File: src/rtl/ecc_20_enc_fault_detc.sv
// ecc_20_enc_fault_detc: write-side SECDED encoder for 20-bit storage words.
// Two copies of the encoder run on every word, and their results are compared
// when the word is accepted. A mismatch travels with the word as ecc_fault and
// is also recorded in a sticky flag and a saturating counter. One registered
// valid/ready output stage sits between the requester and the array.
// Optional feature macro: ECC_20_ENC_ERR_INJ_EN adds one-shot single-bit and
// double-bit data error injection for exercising the downstream decoder.
//
// Handshake: a word moves across an interface on a rising edge where valid and
// ready are both high. valid must not depend on ready. in_ready is
// ~out_valid | out_ready, so a held word can drain on the same edge that
// loads the next one.
module ecc_20_enc_fault_detc #(
    parameter int DATA_WIDTH   = 20,
    parameter int PARITY_WIDTH = 6,
    parameter int CNT_WIDTH    = 8
) (
    input  logic                    clk,
    input  logic                    rst,
    input  logic                    ecc_fault_detc_en,
    input  logic                    bypass,
    input  logic                    in_valid,
    output logic                    in_ready,
    input  logic [DATA_WIDTH-1:0]   data_in,
    output logic                    out_valid,
    input  logic                    out_ready,
    output logic [DATA_WIDTH-1:0]   data_out,
    output logic [PARITY_WIDTH-1:0] parity_out,
    output logic                    ecc_fault,
    output logic                    fault_sticky,
    input  logic                    fault_clr,
    output logic [CNT_WIDTH-1:0]    fault_cnt
`ifdef ECC_20_ENC_ERR_INJ_EN
    ,
    input  logic                    err_inj_sbit,
    input  logic                    err_inj_dbit
`endif
);

    localparam logic [CNT_WIDTH-1:0] CNT_MAX = '1;

    // Hamming code over positions 1..25. Check bits sit at the power-of-two
    // positions, and data fills the remaining positions in ascending order.
    // The top bit gives even parity over the whole codeword.
    function automatic logic [PARITY_WIDTH-1:0] enc_parity(input logic [DATA_WIDTH-1:0] d);
        logic [PARITY_WIDTH-1:0] p;
        int k;
        p = '0;
        k = 0;
        for (int pos = 1; pos <= DATA_WIDTH + PARITY_WIDTH - 1; pos++) begin
            if ((pos & (pos - 1)) != 0) begin
                for (int i = 0; i < PARITY_WIDTH - 1; i++) begin
                    if (pos[i]) p[i] = p[i] ^ d[k];
                end
                k = k + 1;
            end
        end
        p[PARITY_WIDTH-1] = (^d) ^ (^p[PARITY_WIDTH-2:0]);
        return p;
    endfunction

    logic [PARITY_WIDTH-1:0] parity_0;
    logic [PARITY_WIDTH-1:0] parity_1;
    logic                    accept;
    logic                    mismatch;
    logic                    fault_hit;
    logic [DATA_WIDTH-1:0]   inj_mask;

    // Both copies must survive synthesis as separate cones for the compare to
    // mean anything; keep them apart (e.g. with keep/dont_touch) in the flow.
    assign parity_0  = enc_parity(data_in);
    assign parity_1  = enc_parity(data_in);

    assign in_ready  = ~out_valid | out_ready;
    assign accept    = in_valid & in_ready;
    assign mismatch  = (parity_0 != parity_1) & ecc_fault_detc_en & ~bypass;
    assign fault_hit = accept & mismatch;

`ifdef ECC_20_ENC_ERR_INJ_EN
    logic arm_sbit;
    logic arm_dbit;
    logic eff_sbit;
    logic eff_dbit;

    // A pulse arriving on the accept edge counts as already armed.
    assign eff_sbit = arm_sbit | err_inj_sbit;
    assign eff_dbit = arm_dbit | err_inj_dbit;

    // Select the flip pattern for the next non-bypass word; dbit wins over sbit.
    always_comb begin
        inj_mask = '0;
        if (!bypass) begin
            if (eff_dbit)      inj_mask[1:0] = 2'b11;
            else if (eff_sbit) inj_mask[0]   = 1'b1;
        end
    end

    // Arm flags hold until a non-bypass word consumes them.
    always_ff @(posedge clk) begin
        if (rst) begin
            arm_sbit <= 1'b0;
            arm_dbit <= 1'b0;
        end else if (accept && !bypass) begin
            arm_sbit <= 1'b0;
            arm_dbit <= 1'b0;
        end else begin
            if (err_inj_sbit) arm_sbit <= 1'b1;
            if (err_inj_dbit) arm_dbit <= 1'b1;
        end
    end
`else
    assign inj_mask = '0;
`endif

    // Output stage: load on accept, otherwise drain when downstream takes it.
    always_ff @(posedge clk) begin
        if (rst) begin
            out_valid  <= 1'b0;
            data_out   <= '0;
            parity_out <= '0;
            ecc_fault  <= 1'b0;
        end else if (accept) begin
            out_valid  <= 1'b1;
            data_out   <= data_in ^ inj_mask;
            parity_out <= bypass ? '0 : parity_0;
            ecc_fault  <= mismatch;
        end else if (out_ready) begin
            out_valid  <= 1'b0;
        end
    end

    // Fault bookkeeping; a clear wins over a same-edge faulted accept.
    always_ff @(posedge clk) begin
        if (rst || fault_clr) begin
            fault_sticky <= 1'b0;
            fault_cnt    <= '0;
        end else if (fault_hit) begin
            fault_sticky <= 1'b1;
            if (fault_cnt != CNT_MAX) fault_cnt <= fault_cnt + 1'b1;
        end
    end

endmodule
File: config.mk
export PLATFORM = sky130hd
export DESIGN_NAME = ecc_20_enc_fault_detc
export DESIGN_NICKNAME = d
export VERILOG_FILES = /design/src/rtl/ecc_20_enc_fault_detc.sv
export SDC_FILE = /design/constraint.sdc
export NUM_CORES = 1
export LEC_CHECK = 0
export BUFFER_PORTS_ARGS = -buffer_cell sky130_fd_sc_hd__buf_2
export CAP_MARGIN = 15
export CORE_UTILIZATION = 42
export CTS_BUF_LIST = sky130_fd_sc_hd__clkbuf_16
export DETAILED_ROUTE_END_ITERATION = 10
export PLACE_DENSITY = 0.79
export SYNTH_ARGS = -nofsm -noshare
export SYNTH_HDL_FRONTEND = slang
export SYNTH_SLANG_ARGS = --single-unit
File: constraint.sdc
create_clock -name clk -period 1.6 [get_ports clk]
set_clock_uncertainty 0.05 [all_clocks]
set_input_delay 0.16 -clock clk [delete_from_list [all_inputs] [get_ports clk]]
set_output_delay 0.16 -clock clk [all_outputs]
set_load 0.01 [all_outputs]
==> summary.md <==
| Metric | Value |
|---|---|
| Share of flip-flops with an asynchronous set or reset | 0% |
| Reg2Reg Capture Point | data_out[7] |
| Cell internal pwr | 1.52 mW |
| #FFs+latches synth | 27 |
| Vias in the first global route | 953 |
| VDD IR max | 563 uV |
| Critical path arrival | 1.65 ns |
| Main flop type after synthesis | dfxtp_1 |
| Final wirelength | 3.32 mm |
| # DRC | 0 |
| Clock slew at reported path FFs | 0.06 ns |
| Max Slew Vio Count | 0 |
| Depth of the CTS H-tree | 1 |
| Largest net degree at the start of global routing | 28 |
| Drt pass-1 iters | 4 |
| Initial antenna violation count | 0 |
| Cell count after synthesis | 154 |
| Worst hold path type | input pin to register |
| Initial Util | a little under half |
| Setup WS post-layout | 0.0427 ns |
| Mapped cell area | 1420 sq um |
| GRT Total Usage | 17.6% |
| Global-route wire length before repair | 4.53 mm |
| Clk pwr share | roughly a quarter |
| EDFF count, synth | 0 |
| Post-route antenna net violation count | 0 |
| Crit path time final | 1.56 ns |
| Bufs on Longest Clock Path | 2 |
| Reg power frac | a little over a third |
| Hold path depth | 3 |
| Family with the most delay on the worst path | XOR/XNOR gates |
| Grt ovf | 0 |
| DP HPWL | 2.29 mm |
| Finish-stage setup viols | 0 |
| R2R cell count | 4 |
| Avg Cell Area, Syn | between 9 and 10 sq um |
| Critical path type | input pin to register |
| PwrDens | 1050 nW/um^2 |
| Die height | roughly 60 um |
| Cells along the critical path | buf_8, xnor2_2, xnor2_2, xnor3_1, xnor3_1, a22oi_1, nor2_1 |
| DIE AREA | 3610 sq um |
| Switching Fraction | between 20 and 30% |
| Area Growth Syn to Fin | 41.8% |
| Root Driver | clkbuf_16 |
| Nets | 250 |
| Hold path endpoint | out_valid |
| Final period utilization | 97.3% |
| Top Ports | 65 |
| RSZ-0062 raised after global routing | yes |
| Die Wd | 60.1 um |
| Wire per inst | 12.5 um |
| Fraction of final layout cells sized beyond drive strength 1 | 41.0% |
| Register area share after synthesis | a little under two fifths |
| NetSw | 0.582 mW |
| Final hold violations | 0 |
| CP required | ~1.7 ns |
| Core Region | 3130 sq um |
| Clk sinks | 27 |
| Worst slack, placed | -0.250 ns |
| Clock latency on the worst-skew pair | between 0.2 and 0.3 ns |
| CTS Buf Count | 3 |
| Critical path's slowest cell | xnor3_1 |
| Outcome | complete, no violations |
| FP Rows | 20 |
| Reg2reg start | out_valid |
| ANT cells | 0 |
| Worst slew margin | between 50% and 60% |
| MaxCap Viol Count | 0 |
| 1st-iter DRT viols | 77 |
| R2r setup slk | around 0.15 ns |
| WP buf/inv | 1 |
| Hold buffers post-CTS | 0 |
| Post-synth cell types | 19 |
| Via/cell ratio | 4.61 |
| YS warnings | 0 |
| Max stage delay on crit path | 0.44 ns |
| Worst hold path startpoint | in_valid |
| Logic gate share of total power | 37.9% |
| Leakage power | 1.01 nW |
| Worst-path fanout max | 3 |
| IO Port Bufs | 52 |
| Vias after detailed routing | 1,225 |
| Endpoint class of the critical path | register |
| Crit path launch type | input pin |
| Worst hold slack | 0.102 ns |
| Fill cell count | 270 |
| CTS tree | built |
| Fmax | 642 MHz |
| GPL Wtd Cong | between 0.8 and 0.9 |
| Tightest Pin Transition | 0.687 ns |
## cell type report
type | count | area [sq um] | area share, %
clock buffer | 3 | 75.1 | 3.73
clock inverter | 1 | 3.75 | 0.187
inverter | 1 | 3.75 | 0.187
multi-input combinational | 118 | 890 | 44.2
sequential | 27 | 541 | 26.9
tap | 44 | 55.1 | 2.74
timing repair buffer | 72 | 444 | 22.1
## worst reg2reg max path, delay by kind of cell, from the launching register on
| kind | cells | cell delay (ns) |
|---|---|---|
| flops | 1 | 0.32 |
| simple gates | 3 | 0.84 |
| compound gates | 1 | 0.17 |
## placed cells by master, fill, tap and decap left out
master,synthesis,layout
buf_6,0,1
a21oi_1,21,21
dfxtp_1,27,27
xor2_2,0,2
xor2_1,6,3
inv_1,1,2
nor2_4,1,1
nand2b_2,1,1
nand2_1,40,40
buf_12,0,1
buf_4,11,21
nand2_2,1,1
xnor3_2,0,1
xnor2_4,0,1
xnor3_1,7,6
xor3_1,1,1
buf_8,0,1
conb_1,1,10
buf_2,0,48
nor2_1,6,6
xnor2_2,3,8
xnor2_1,14,8
xor2_4,0,1
and2_1,1,1
a22oi_1,6,6
clkbuf_16,0,3
## cells by family after synthesis
kind of cell / Yosys count / synth area share, %
buffers and inverters: 18 / 8.02
AO/OA/AOI/OAI: 27 / 10.6
XOR/XNOR: 31 / 28.6
flip-flops: 27 / 38.1
AND/OR/NAND/NOR: 50 / 14.5
other: 1 / 0.264
## metal layers
layer | part of all wire (%) | up-vias | track usage [%]
met5 | 0 | - | 0
met2 | 48 | 47 | 27.0
li1 | - | 616 | -
met1 | 45 | 557 | 23.8
met4 | 1.6 | 0 | 7.97
met3 | 5.1 | 5 | 3.46
## synth_stat cells, types with 3 or more instances
library cell | number | share of area (%)
clkbuf_1 | 5 | 1.3
nand2_1 | 40 | 11
a22oi_1 | 6 | 3.2
xor2_1 | 6 | 3.7
xnor2_2 | 3 | 3.4
dfxtp_1 | 27 | 38
buf_4 | 11 | 5.8
xnor2_1 | 14 | 8.6
xnor3_1 | 7 | 11
a21oi_1 | 21 | 7.4
nor2_1 | 6 | 1.6
## repair_timing
| action | 4_1_cts | 5_1_grt |
|---|---|---|
| gates resized for setup | 0 | 18 |
| setup buffers | 0 | 5 |
| endpoints found under the hold margin | 0 | 0 |
| setup endpoints to repair | 0 | 2 |
## power groups by stage
stage / Clock, mW / Combinational [mW] / Sequential [mW]
after CTS: 0.573 / 0.689 / 0.749
after floorplan: 0 / 0.447 / 0.788
after global routing: 0.604 / 0.851 / 0.755
final: 0.557 / 0.798 / 0.750
after global placement: 0 / 0.676 / 0.761
after detailed placement: 0 / 0.685 / 0.763
## flip-flops by register name, indices dropped and copies added (netlist names)
signal	cells
data_out	20
out_valid	1
parity_out	6
## how the worst max path moves through the flow
stage / startpoint / endpoint / slack [ns] / depth (start not counted)
final: data_in[3] / parity_out[5] / 0.04 / 7
after global routing: data_in[9] / parity_out[5] / -0.02 / 7
after CTS: data_in[4] / parity_out[5] / 0.03 / 7
after detailed placement: data_in[4] / parity_out[5] / -0.25 / 7
after global placement: data_in[8] / parity_out[5] / -0.20 / 7
after floorplan: data_in[8] / parity_out[5] / -0.02 / 6
## per-stage QoR
stage / util, % / setup TNS, ns / area, sq um / instances / power, mW
finish: 64.3 / 0 / 2010 / 266 / 2.10
global route: 64.3 / -0.0296 / 2010 / 266 / 2.21
CTS: 60.4 / 0 / 1890 / 261 / 2.01
detailed placement: 57.8 / -0.480 / 1810 / 257 / 1.45
global placement: 57.8 / -0.411 / 1810 / 257 / 1.44
floorplan: - / -0.0229 / 1480 / 163 / 1.23
Note: power is estimated with default switching activity, not from simulation.
